<file path="src/rtl/mmio_stream_pkg.sv">
// Shared register map, STATUS/CTRL bit positions and FSM encoding for the
// MMIO-to-stream bridge.
package mmio_stream_pkg;

  localparam logic [3:0] OFS_DATA   = 4'h0;
  localparam logic [3:0] OFS_STATUS = 4'h4;
  localparam logic [3:0] OFS_CTRL   = 4'h8;

  localparam int STAT_EMPTY     = 0;
  localparam int STAT_FULL      = 1;
  localparam int STAT_OVF       = 2;
  localparam int STAT_LEVEL_LSB = 8;

  localparam int CTRL_CLR_OVF = 0;
  localparam int CTRL_FLUSH   = 1;

  typedef enum logic [1:0] {
    ST_IDLE       = 2'd0,
    ST_WAIT_SPACE = 2'd1,
    ST_RESP       = 2'd2
  } state_t;

endpackage

</file>
<file path="src/rtl/stream_fifo.sv">
// First-word-fall-through FIFO with flush and fill level; one per output channel.
module stream_fifo #(
  parameter int WIDTH = 9,
  parameter int DEPTH = 16
) (
  input  logic                       clk,
  input  logic                       resetn,
  input  logic                       push,
  input  logic [WIDTH-1:0]           din,
  input  logic                       pop,
  input  logic                       flush,
  output logic [WIDTH-1:0]           dout,
  output logic                       full,
  output logic                       empty,
  output logic [$clog2(DEPTH):0]     level
);
  localparam int AW = $clog2(DEPTH);

  logic [WIDTH-1:0] mem [DEPTH];
  logic [AW-1:0]    rd_ptr;
  logic [AW-1:0]    wr_ptr;
  logic [AW:0]      count;
  logic             do_push;
  logic             do_pop;

  // Flush wins over everything; a push into a full FIFO needs a same-cycle pop.
  assign do_pop  = pop && !empty && !flush;
  assign do_push = push && (!full || do_pop) && !flush;

  assign full  = (count == (AW+1)'(DEPTH));
  assign empty = (count == '0);
  assign level = count;
  assign dout  = empty ? '0 : mem[rd_ptr];

  always_ff @(posedge clk) begin
    if (do_push) mem[wr_ptr] <= din;
  end

  always_ff @(posedge clk or negedge resetn) begin
    if (!resetn) begin
      rd_ptr <= '0;
      wr_ptr <= '0;
      count  <= '0;
    end else if (flush) begin
      rd_ptr <= '0;
      wr_ptr <= '0;
      count  <= '0;
    end else begin
      if (do_push) wr_ptr <= wr_ptr + 1'b1;
      if (do_pop)  rd_ptr <= rd_ptr + 1'b1;
      if (do_push && !do_pop)      count <= count + 1'b1;
      else if (do_pop && !do_push) count <= count - 1'b1;
    end
  end

endmodule

</file>
<file path="src/rtl/mmio_stream_bridge.sv">
// picorv32 native-bus slave exposing N_CHAN buffered valid/ready output streams
// with per-channel DATA/STATUS/CTRL registers.
module mmio_stream_bridge
  import mmio_stream_pkg::*;
#(
  parameter int          N_CHAN        = 4,
  parameter int          DATA_W        = 8,
  parameter int          DEPTH         = 16,
  parameter logic [31:0] BASE_ADDR     = 32'h4000_0000,
  parameter int          BLOCK_ON_FULL = 1
) (
  input  logic                     clk,
  input  logic                     resetn,
  input  logic                     mem_valid,
  input  logic [31:0]              mem_addr,
  input  logic [31:0]              mem_wdata,
  input  logic [3:0]               mem_wstrb,
  output logic                     hit,
  output logic                     mem_ready,
  output logic [31:0]              mem_rdata,
  output logic [N_CHAN*DATA_W-1:0] out_data,
  output logic [N_CHAN-1:0]        out_last,
  output logic [N_CHAN-1:0]        out_valid,
  input  logic [N_CHAN-1:0]        out_ready
);
  localparam int LW = $clog2(DEPTH) + 1;

  state_t                    state;
  logic [31:0]               offset;
  logic [2:0]                ch;
  logic [3:0]                reg_ofs;
  logic                      is_write;
  logic                      decode;
  logic [DATA_W:0]           push_word;
  logic [N_CHAN-1:0]         full, empty, pop, push, flush, ovf, set_ovf, clr_ovf;
  logic [N_CHAN-1:0][LW-1:0] level;
  logic                      sel_full, sel_empty, sel_ovf;
  logic [LW-1:0]             sel_level;
  logic [31:0]               status_word;
  logic [31:0]               read_word;
  logic                      unused_bits;

  assign offset    = mem_addr - BASE_ADDR;
  assign hit       = mem_valid && (mem_addr >= BASE_ADDR) && (offset < 32'(N_CHAN * 16));
  assign ch        = offset[6:4];
  assign reg_ofs   = {offset[3:2], 2'b00};
  assign is_write  = |mem_wstrb;
  assign decode    = (state == ST_IDLE) && hit && !mem_ready;
  assign push_word = {mem_wdata[31], mem_wdata[DATA_W-1:0]};
  assign out_valid = ~empty;
  assign pop       = ~empty & out_ready;
  assign unused_bits = ^{offset[31:7], offset[1:0], mem_wdata};

  always_comb begin
    sel_full  = 1'b0;
    sel_empty = 1'b0;
    sel_ovf   = 1'b0;
    sel_level = '0;
    for (int c = 0; c < N_CHAN; c++) begin
      if (ch == 3'(c)) begin
        sel_full  = full[c];
        sel_empty = empty[c];
        sel_ovf   = ovf[c];
        sel_level = level[c];
      end
    end
    status_word = '0;
    status_word[STAT_EMPTY] = sel_empty;
    status_word[STAT_FULL]  = sel_full;
    status_word[STAT_OVF]   = sel_ovf;
    status_word[STAT_LEVEL_LSB +: 8] = 8'(sel_level);
    read_word = (!is_write && reg_ofs == OFS_STATUS) ? status_word : '0;
  end

  // Per-channel side effects of the decode cycle and of a stalled DATA write.
  always_comb begin
    push    = '0;
    flush   = '0;
    set_ovf = '0;
    clr_ovf = '0;
    for (int c = 0; c < N_CHAN; c++) begin
      if (ch == 3'(c)) begin
        if (decode && is_write && reg_ofs == OFS_DATA) begin
          push[c]    = !full[c];
          set_ovf[c] = full[c] && (BLOCK_ON_FULL == 0);
        end
        if (decode && is_write && reg_ofs == OFS_CTRL) begin
          flush[c]   = mem_wdata[CTRL_FLUSH];
          clr_ovf[c] = mem_wdata[CTRL_CLR_OVF];
        end
        if (state == ST_WAIT_SPACE && (!full[c] || pop[c])) push[c] = 1'b1;
      end
    end
  end

  always_ff @(posedge clk or negedge resetn) begin
    if (!resetn) ovf <= '0;
    else         ovf <= (ovf & ~clr_ovf) | set_ovf;
  end

  always_ff @(posedge clk or negedge resetn) begin
    if (!resetn) begin
      state     <= ST_IDLE;
      mem_ready <= 1'b0;
      mem_rdata <= '0;
    end else begin
      mem_ready <= 1'b0;
      case (state)
        ST_IDLE: begin
          if (decode) begin
            mem_rdata <= read_word;
            if (is_write && reg_ofs == OFS_DATA && sel_full && BLOCK_ON_FULL != 0)
              state <= ST_WAIT_SPACE;
            else
              state <= ST_RESP;
          end
        end
        ST_WAIT_SPACE: if (|push) state <= ST_RESP;
        ST_RESP: begin
          mem_ready <= 1'b1;
          state     <= ST_IDLE;
        end
        default: state <= ST_IDLE;
      endcase
    end
  end

  for (genvar gi = 0; gi < N_CHAN; gi++) begin : g_chan
    logic [DATA_W:0] dout;

    stream_fifo #(.WIDTH(DATA_W + 1), .DEPTH(DEPTH)) u_fifo (
      .clk    (clk),
      .resetn (resetn),
      .push   (push[gi]),
      .din    (push_word),
      .pop    (pop[gi]),
      .flush  (flush[gi]),
      .dout   (dout),
      .full   (full[gi]),
      .empty  (empty[gi]),
      .level  (level[gi])
    );

    assign out_data[gi*DATA_W +: DATA_W] = dout[DATA_W-1:0];
    assign out_last[gi] = dout[DATA_W];
  end

endmodule

</file>
<file path="config.mk">
export PLATFORM = sky130hd
export DESIGN_NAME = mmio_stream_bridge
export DESIGN_NICKNAME = d
export VERILOG_FILES = /design/src/rtl/mmio_stream_pkg.sv /design/src/rtl/stream_fifo.sv /design/src/rtl/mmio_stream_bridge.sv
export SDC_FILE = /design/constraint.sdc
export NUM_CORES = 1
export LEC_CHECK = 0
export ABC_AREA = 1
export BUFFER_PORTS_ARGS = -buffer_cell sky130_fd_sc_hd__buf_2
export CORE_ASPECT_RATIO = 1.25
export CORE_MARGIN = 2
export CORE_UTILIZATION = 55
export DETAILED_ROUTE_END_ITERATION = 16
export HOLD_SLACK_MARGIN = 0.05
export PLACE_DENSITY = 0.82
export SLEW_MARGIN = 20
export SYNTH_ARGS = -nofsm -noshare
export SYNTH_HDL_FRONTEND = slang
export SYNTH_SLANG_ARGS = --single-unit
</file>
<file path="constraint.sdc">
create_clock -name clk -period 6.9 [get_ports clk]
set_input_delay 1.035 -clock clk [delete_from_list [all_inputs] [get_ports clk]]
set_output_delay 1.035 -clock clk [all_outputs]
set_load 0.02 [all_outputs]
</file>
# Yosys cells after proc, flatten, opt, wreduce, memory -nomap -nowiden
# Memory sizes are Yosys's and may differ from the RTL's.
# Cells that the tools add are included.
# totals
wordCells,231
out_inout_bits,74
register_bits,91
ramBits,576
memories,4
# classes
n_mux,84
n_eq_ne,13
order_cmp,2
bitwise,4
add_sub_neg,17
reduce_logical,91
# mem_list
memory,words,width,rd,rd_ports_with_merged_regs,wr,line,rtl
g_chan[0].u_fifo.mem,16,9,1,0,1,stream_fifo.sv:19,logic [WIDTH-1:0] mem [DEPTH];
g_chan[1].u_fifo.mem,16,9,1,0,1,stream_fifo.sv:19,
g_chan[2].u_fifo.mem,16,9,1,0,1,stream_fifo.sv:19,
g_chan[3].u_fifo.mem,16,9,1,0,1,stream_fifo.sv:19,
# op_table
cell,count
2-to-1 mux 5 bit,16
2-to-1 mux 4 bit,16
2-to-1 mux 1 bit,43
logical AND 1 bit,38
2-to-1 mux 9 bit,4
"adder 4 x 1 -> 4 bit, second input constant",8
">= comparator 32 x 31 -> 1 bit, second input constant",1
"< comparator 32 x 7 -> 1 bit, second input constant",1
"subtractor 32 x 31 -> 32 bit, second input constant",1
logical NOT 1 bit,22
"adder 5 x 1 -> 5 bit, second input constant",4
"== test 5 bit, second input constant",4
logical NOT 5 bit,4
"subtractor 5 x 1 -> 5 bit, second input constant",4
nonzero test 2 bit,8
2-to-1 mux 13 bit,1
nonzero test 3 bit,4
bitwise AND 4 bit,2
logical OR 1 bit,8
NOT 4 bit,2
OR reduction 4 bit,2
"== test 3 x 2 -> 1 bit, second input constant",2
2-to-1 mux 2 bit,3
"== test 2 x 1 -> 1 bit, second input constant",2
other kinds (9),11

# Logic depth before layout (Yosys ltp)
# Gate-level depths: netlist (run 1).
# depth
word_depth,19
depth_mapped,20
depth_no_buf,19

# Modules after synthesis
# A second synthesis (run 1) with hierarchy kept.
# unflattened
cells_unflattened,2613
area_unflattened_um2,28293.4
# modules_own_cells
module,cells_each,n_inst,seq_area_each_um2,area_per_inst_um2
stream_fifo at g_chan[1].u_fifo ...,601,3,4649.5,6741.5
stream_fifo at g_chan[0].u_fifo,610,1,4649.5,6786.5
mmio_stream_bridge,200,1,375.4,1282.5

# Worst setup path before layout (run 1)
# No wires, ideal clock.
# synth_path
kind,input port to flip-flop
from,in mem_addr[27]
to,reg g_chan[3].u_fifo.count[4]
setup_slack_ps,3142
setup_time_ps,120
cell_stages,19
t_arrival_ps,3639
path_cell_list,nor2_1 -> nand2_1 -> nor2_1 -> nand2_1 -> nor2_4 -> nand2_2 -> inv_2 -> nand4_2 -> buf_2 -> nand2_1 -> ha_1 -> inv_1 -> fa_1 -> nand3_1 -> nand2_1 -> o21ai_0 -> a21oi_1 -> or2_2 -> and3_1
# synth_via
elab_chain_len,17
# synth_rtl
item,line,rtl
from (decl),mmio_stream_bridge.sv:15,"input logic [31:0] mem_addr,"
subtractor 32 x 31 -> 32 bit or >= comparator 32 x 31 -> 1 bit (tied branches),"mmio_stream_bridge.sv:43, mmio_stream_bridge.sv:44",
< comparator 32 x 7 -> 1 bit or logical AND 1 bit (tied branches),mmio_stream_bridge.sv:44,assign hit = mem_valid && (mem_addr >= BASE_ADDR) && (offset < 32'(N_CHAN * 16));
logical AND 1 bit (*),mmio_stream_bridge.sv:44,
via hit,mmio_stream_bridge.sv:18,"output logic hit,"
logical AND 1 bit (*) (2 in a row),mmio_stream_bridge.sv:48,assign decode = (state == ST_IDLE) && hit && !mem_ready;
logical AND 1 bit (*),"mmio_stream_bridge.sv:83, mmio_stream_bridge.sv:87",
logical AND 1 bit,mmio_stream_bridge.sv:87,if (decode && is_write && reg_ofs == OFS_CTRL) begin
2-to-1 mux 1 bit,mmio_stream_bridge.sv:87,
2-to-1 mux 1 bit,mmio_stream_bridge.sv:82,if (ch == 3'(c)) begin
logical NOT 1 bit,"stream_fifo.sv:27, stream_fifo.sv:28",
logical AND 1 bit,stream_fifo.sv:27,assign do_pop = pop && !empty && !flush;
logical OR 1 bit,stream_fifo.sv:28,assign do_push = push && (!full || do_pop) && !flush;
logical AND 1 bit (2 in a row),stream_fifo.sv:28,
logical AND 1 bit or logical NOT 1 bit (tied branches),"stream_fifo.sv:51, stream_fifo.sv:52",
2-to-1 mux 5 bit or logical AND 1 bit (tied branches),"stream_fifo.sv:51, stream_fifo.sv:52",
2-to-1 mux 5 bit or nonzero test 3 bit (tied branches),--,
to (signal assigned),stream_fifo.sv:51,if (do_push && !do_pop) count <= count + 1'b1;
to (signal assigned),stream_fifo.sv:52,else if (do_pop && !do_push) count <= count - 1'b1;
to (decl),stream_fifo.sv:22,logic [AW:0] count;
# The timed path passes the listed nets; every way through them passes the cells marked *.
# A chain may end at the register's enable or synchronous reset.

# Worst setup path in the final report (run 1)
# layout_path
from,reg g_chan[2].u_fifo.rd_ptr[0]
to,out out_data[16]
# layout_via
elab_chain_len,2
# layout_rtl
item,line,rtl
from (decl),stream_fifo.sv:20,logic [AW-1:0] rd_ptr;
from (signal assigned),stream_fifo.sv:50,if (do_pop) rd_ptr <= rd_ptr + 1'b1;
memory read (16 x 9 bit),--,
2-to-1 mux 9 bit,stream_fifo.sv:33,assign dout = empty ? '0 : mem[rd_ptr];
to (decl),mmio_stream_bridge.sv:21,"output logic [N_CHAN*DATA_W-1:0] out_data,"
# No other way between the ends.

==> flow_summary_export.csv, run 1 <==
group,metric,value,unit
global_route,grt_pass1_wl,99900,um
critical_path,critical_path_required,5.86,ns
drt,wire_per_inst,21.5,um
critical_path,slowest_stage,"clkinv_2",
power,worst_ir_drop_vdd,0.000352,V
power,leakage,10.5,nW
sta,fin_worst_skew,0.0155,ns
sta,setup_viol,0,
cts,cts_tree,"done",
critical_path,cp.arrival,3.94,ns
sta,drv_slew,0,
die,pin_count,149,
drt,drtAntennaViolNets,0,
die,die_w,203,um
placed_design,dp.cells,2900,
global_route,grt_pass1_vias,18200,
drt,via_per_inst,6.14,
logic_synthesis,synth-seq-cells,643,
cts,worstSkewPairLatency,0.60,ns
cts,cts_hold_buf,0,
cells_and_area,stdcell_count,3005,
power,pwr-share-comb,32.7,%
sta,fin_crit_sh,72.1,%
power,switching_share,36.5,%
logic_synthesis,synth_cells,2248,
cells_and_area,utilization,61.7,%
die,core_area,48500,um2
sta,rsz0062_at_grt,"false",
drt,wirelength,64600,um
logic_synthesis,synth_area_leader_cell,"edfxtp_1",
placed_design,hpwl,37900,um
sta,slew_headroom,23.9,%
power,seq_power_share,39.9,%
logic_synthesis,synth_area_leaders,"edfxtp_1 64%, dfrtp_1 6.2%, nor2_1 6.2%",
cts,clk_path_buf_depth,3,
logic_synthesis,mappedNetlistArea,27100,um2
cts,clkSlewWorstSetupHoldPaths,0.07,ns
worst_hold_path,hp-class,"flop to flop",
drt,drt_first_pass_iters,6,
critical_path,cp_max_fo,76,
logic_synthesis,yosysWarnings,0,
die,die_area,51100,um2
cts,htree_levels,2,
power,p_sw,4.16,mW
cells_and_area,drive_gt1_share,10.4,%
critical_path,cpPeakStageDelay,0.94,ns
sta,timing.fmax,201,MHz
cts,ctsRootBufferMaster,"clkbuf_16",
sta,fin_crit,4.98,ns
run,drv_cap,0,
sta,hold-worst-slack,0.446,ns
sta,hold_viol_final,0,
power,p_clk_share,27.5,%
outcome,status,"completed",
power,internal_power,7.23,mW
logic_synthesis,ys_seq_area_share,70.0,%
sta,tns,0,ns
logic_synthesis,synth_cell_type_count,39,
power,powerDensity,380,nW/um2
critical_path,crit_chain,"buf_4 > clkinv_2 > o21ai_0 > o22ai_1 > nor2_1 > nor2_1 > o21ai_0 > a21oi_1 > buf_2",
cells_and_area,n_fill_cell,3529,
drt,drcViolationCount,0,
sta,tightest_slew,1.14,ns
cells_and_area,area_growth,10.5,%
logic_synthesis,postSynthAreaPerCell,12.1,um2
cells_and_area,nNetsFinal,2433,
global_route,grt_max_degree,77,
cts,clkSinkCount,643,
cts,cts_resized,0,
power,total_power,11.4,mW
critical_path,endpoint_kind,"primary output",
cells_and_area,antennaDiodeCount,0,
drt,num_vias,18500,
die,floorplan.rows,90,
placed_design,place_congestion,0.901,
placed_design,portBuffers,99,
cts,postCtsSetupBuffers,0,
drt,drtIter0Drc,2252,
logic_synthesis,yosysTopAreaCellShare,63.8,%
global_route,overflow,0,
critical_path,cp-start-kind,"flop",
global_route,grt.total_usage,25.1,%
global_route,antenna_found_initial,0,
die,initial_core_util,55.8,%
cts,numCtsBuffers,56,
die,die_h,252,um
critical_path,crit_type,"flop to primary output",
worst max-delay path, delay by kind of cell (launching register included):
family	cells	cell delay, ns
AOI/OAI and AO/OA	4	1.03
and+or+nand+nor	2	0.18
buffers and inverters	3	1.72
DFF	1	0.34
synth_stat cells:
master,instances
edfxtp_1,576
or2_2,1
nor2_2,3
buf_4,25
o211ai_1,1
clkinv_1,4
fa_1,4
o21ai_0,311
clkbuf_1,108
nor2_4,1
nor3_2,2
o21ai_1,12
xnor2_1,8
o22ai_1,42
nor3b_1,5
buf_2,8
nand2_1,124
nor4_1,1
nand3_2,2
inv_1,90
o31ai_1,1
nor3_1,26
dfrtp_1,67
a21oi_2,1
nand4_2,2
xor2_1,11
o221ai_1,114
nand2_2,5
nand3_1,113
buf_1,3
and3_1,2
inv_2,8
a21boi_0,1
nand4_1,16
ha_1,40
mux2i_1,1
a21oi_1,63
conb_1,1
nor2_1,445
layout by cell type (no fill, tap or decap), types with 2 or more instances in the layout:
| master | netlist | layout |
|---|---|---|
| nand4_2 | 2 | 2 |
| nand4_1 | 16 | 16 |
| nand3_1 | 113 | 113 |
| nor3_2 | 2 | 5 |
| nor2_1 | 445 | 445 |
| o21ai_0 | 311 | 311 |
| inv_1 | 90 | 88 |
| buf_4 | 25 | 34 |
| conb_1 | 1 | 24 |
| dfrtp_1 | 67 | 63 |
| nand2_1 | 124 | 124 |
| a21oi_1 | 63 | 63 |
| nor3_1 | 26 | 23 |
| o21ai_1 | 12 | 12 |
| inv_2 | 8 | 6 |
| clkbuf_16 | 0 | 57 |
| and3_1 | 2 | 2 |
| nand2_2 | 5 | 5 |
| clkinv_1 | 4 | 19 |
| clkinv_4 | 0 | 2 |
| ha_1 | 40 | 40 |
| xnor2_1 | 8 | 8 |
| clkbuf_1 | 108 | 12 |
| buf_2 | 8 | 95 |
| edfxtp_1 | 576 | 576 |
| nor3b_2 | 0 | 4 |
| xor2_1 | 11 | 11 |
| inv_6 | 0 | 3 |
| dfrtp_2 | 0 | 4 |
| o221ai_1 | 114 | 114 |
| fa_1 | 4 | 4 |
| o22ai_1 | 42 | 42 |
| nand3_2 | 2 | 2 |
| bufinv_16 | 0 | 6 |
| clkinvlp_4 | 0 | 4 |
| nor2_2 | 3 | 3 |
| clkinv_2 | 0 | 9 |
through the flow:
stage / instance area (um2) / setup WS [ns]
after global placement: 28100 / 2.53
after global routing: 29900 / 1.73
after floorplan: 27200 / 3.14
after detailed placement: 28100 / 2.35
after CTS: 29900 / 2.33
final: 29900 / 1.92
cell families after synthesis:
group | Yosys count | share of synthesized area [%]
XOR/XNOR | 19 | 0.614
adder cells (fa/ha/maj) | 44 | 2.14
AND/OR/NAND/NOR | 748 | 11.5
flip-flops | 643 | 70.0
AO/OA/AOI/OAI | 546 | 11.9
multiplexers | 1 | 0.0369
other | 1 | 0.0138
buffers and inverters | 246 | 3.79
state kept, by name, indices dropped and copies added, names as in the netlist:
register and count:
g_chan.u_fifo.mem 576, g_chan.u_fifo.rd_ptr 16, mem_ready 1, ovf 4
mem_rdata 8, g_chan.u_fifo.level 20, g_chan.u_fifo.wr_ptr 16, state 2
power groups by stage:
stage / logic [mW] / registers, mW / clock network (mW)
4_1_cts: 3.67 / 4.53 / 3.16
3_5_place_dp: 3.64 / 4.61 / 0
3_3_place_gp: 3.48 / 4.60 / 0
6_report: 3.72 / 4.54 / 3.13
5_1_grt: 4.06 / 4.55 / 3.30
2_1_floorplan: 2.56 / 4.53 / 0
worst paths after layout:
kind | from | end | slack (ns) | cells past startpoint
setup / recovery | g_chan[2].u_fifo.rd_ptr[0]$_DFFE_PN0P_ | out_data[16] | 1.92 | 9
hold / removal | state[0]$_DFFE_PN0P_ | mem_ready$_DFF_PN0_ | 0.45 | 1
setup reg to reg | state[1]$_DFFE_PN0P_ | g_chan[3].u_fifo.level[4]$_DFFE_PN0P_ | 3.35 | 14
hold reg to reg | state[0]$_DFFE_PN0P_ | mem_ready$_DFF_PN0_ | 0.45 | 1
max in group asynchronous | resetn | g_chan[3].u_fifo.rd_ptr[0]$_DFFE_PN0P_ | 5.73 | 1
min in group asynchronous | resetn | g_chan[1].u_fifo.wr_ptr[1]$_DFFE_PN0P_ | 0.54 | 1
area by class of cell:
class	count	area, um2	share of cell area [%]
Multi-Input combinational cell	1382	7230	24.1
Inverter	102	387	1.29
Clock buffer	69	1470	4.91
Tap cell	644	806	2.69
Clock inverter	36	342	1.14
Sequential cell	643	19000	63.4
Timing Repair Buffer	129	731	2.44
routing by layer:
layer / vias up / global-route usage, % / part of all wire (%) / wire (um)
li1: 8302 / - / - / -
met1: 8931 / 32.6 / 37 / 24100
met2: 1050 / 42.5 / 49 / 31900
met3: 181 / 3.43 / 8.9 / 5740
met4: 0 / 11.1 / 4.4 / 2850
met5: - / 0 / 0 / 0
No activity file was read; power rests on OpenSTA's default activity.
==> run 2, diff against run 1 <==
Clock period 6.9 ns to 4.8 ns, I/O delays scaled along.
==> run 2 against run 1 <==
Via count up 0.48%. Non-clock buffer count increased by 23. Largest cell class unchanged. Critical path depth shrank 1. Die area did not move. Worst setup slack got worse by 0.89 ns. Flip-flop and latch count unchanged. Highest routed layer unchanged. Routed wire length is 1.0% higher. Clock-buffer cell count is 1 lower.
==> flow_summary_export.csv, run 2 (same netlist as run 1, synthesis figures left out) <==
group,metric,value,unit
cells_and_area,layout_commonest_cell,"edfxtp_1",
sta,fin_crit,3.76,ns
outcome,status,"completed",
global_route,grt_pass1_vias,18300,
critical_path,reg2reg_from,"g_chan[2].u_fifo.level[1]$_DFFE_PN0P_",
sta,fin_crit_sh,78.4,%
global_route,antenna_found_initial,2,
critical_path,crit_chain,"buf_4 > o21ai_0 > o22ai_1 > nor2_1 > nor2_1 > o21ai_0 > a21oi_1 > buf_2",
cells_and_area,nNetsFinal,2456,
sta,drv_slew,0,
placed_design,hpwl,39100,um
drt,wire_per_inst,21.5,um
worst_hold_path,hp-class,"primary input to asynchronous set/reset pin",
critical_path,endpoint_kind,"primary output",
critical_path,cpPeakStageDelay,0.92,ns
sta,hold-worst-slack,0.229,ns
placed_design,portBuffers,99,
sta,slew_headroom,31.2,%
sta,rsz0062_at_grt,"false",
drt,wirelength,65200,um
cts,cts_resized,0,
placed_design,pre_cts_ws,0.743,ns
sta,worst_slack,1.04,ns
die,die_h,252,um
global_route,overflow,0,
critical_path,crit_family,"flip-flops",
drt,drcViolationCount,0,
sta,setup_viol,0,
critical_path,crit_path_start,"g_chan[2].u_fifo.rd_ptr[1]$_DFFE_PN0P_",
cts,ctsRootBufferMaster,"clkbuf_16",
cts,clkSinkCount,643,
sta,fin_worst_skew,0.0173,ns
sta,tightest_slew,1.03,ns
die,core_area,48500,um2
die,pin_count,149,
drt,drt_first_pass_iters,6,
cts,htree_levels,2,
drt,via_per_inst,6.13,
cells_and_area,area_growth,11.4,%
cells_and_area,utilization,62.2,%
drt,drtIter0Drc,2081,
sta,hold_viol_final,0,
run,drv_cap,0,
sta,tns,0,ns
cells_and_area,regMostFlops,"g_chan.u_fifo.mem",
die,floorplan.rows,90,
power,leakage,10.7,nW
sta,timing.fmax,266,MHz
drt,drtAntennaViolNets,0,
cts,cts_tree,"done",
critical_path,cp.buffers_inverters,2,
critical_path,critical_path_required,4.08,ns
cts,clk_path_buf_depth,3,
critical_path,cp_max_fo,24,
die,die_area,51100,um2
critical_path,cp.arrival,3.04,ns
power,powerDensity,551,nW/um2
cts,clkSlewWorstSetupHoldPaths,0.07,ns
critical_path,slowest_stage,"dfrtp_1",
placed_design,place_congestion,0.899,
power,total_power,16.7,mW
power,worst_ir_drop_vdd,0.000438,V
cts,numCtsBuffers,56,
cts,cts_hold_buf,0,
global_route,grt_max_degree,76,
critical_path,crit_type,"flop to primary output",
die,die_w,203,um
global_route,grt_pass1_wl,100000,um
cts,worstSkewPairLatency,0.60,ns
cts,postCtsSetupBuffers,0,
global_route,grt.total_usage,25.2,%
cells_and_area,largest_register_ffs,576,
cells_and_area,drive_gt1_share,11.5,%
cells_and_area,mostFrequentLayoutCells,"576 x edfxtp_1, 445 x nor2_1, 311 x o21ai_0, 124 x nand2_1, 114 x o221ai_1",
die,initial_core_util,55.8,%
critical_path,cp-start-kind,"flop",
drt,num_vias,18600,
run 2: changes by cell type in the layout (fill, tap and decap cells not counted), sizes merged:
cell      delta
buf         +23
bufinv       +3
clkbuf       -1
clkinv       -3
clkinvlp     -1
diode        +2
run 2: worst reg2reg max path: cells and delay by family (launching register included):
kind            cells  cell delay, ns
flops               1            0.44
compound gates      2            0.30
buf+inv             3            0.53
xor+xnor            1            0.17
simple gates        8            1.27
fa+ha+maj           2            0.67
run 2: per-stage QoR:
stage,cell area (um2),cells
4_1_cts,30200,3026
5_1_grt,30200,3028
3_3_place_gp,28300,2923
2_1_floorplan,27200,2271
6_report,30200,3028
3_5_place_dp,28300,2923
run 2: worst paths after layout:
check                                                    endpoint  slack [ns]  depth (start not counted)
max reg2reg                 g_chan[2].u_fifo.level[4]$_DFFE_PN0P_        1.34                         16
max in group asynchronous  g_chan[3].u_fifo.rd_ptr[0]$_DFFE_PN0P_        3.93                          1
min reg2reg                                   mem_ready$_DFF_PN0_        0.45                          1
max                                                  out_data[16]        1.04                          8
min                        g_chan[1].u_fifo.wr_ptr[1]$_DFFE_PN0P_        0.23                          1
min in group clk                              mem_ready$_DFF_PN0_        0.45                          1
run 2: power by group:
group	leakage (nW)	internal, mW	switching (mW)
registers	5.97	6.26	0.276
logic	3.75	1.67	3.76
clock network	0.942	2.72	1.97
run 2: routing by layer:
layer / share of wire [%] / track usage [%]
met1: 38 / 32.3
met2: 50 / 43.6
met3: 8.4 / 3.26
met4: 3.8 / 10.6
met5: 0 / 0
run 2: layout make-up:
cell class	count	area (um2)
repair buffers	152	911
inverters	102	384
flip-flops and latches	643	19000
diodes	2	5.00
multi-input cells	1382	7190
fillers	3489	18300
clock buffers	68	1510
well taps	644	806
clock inverters	35	413
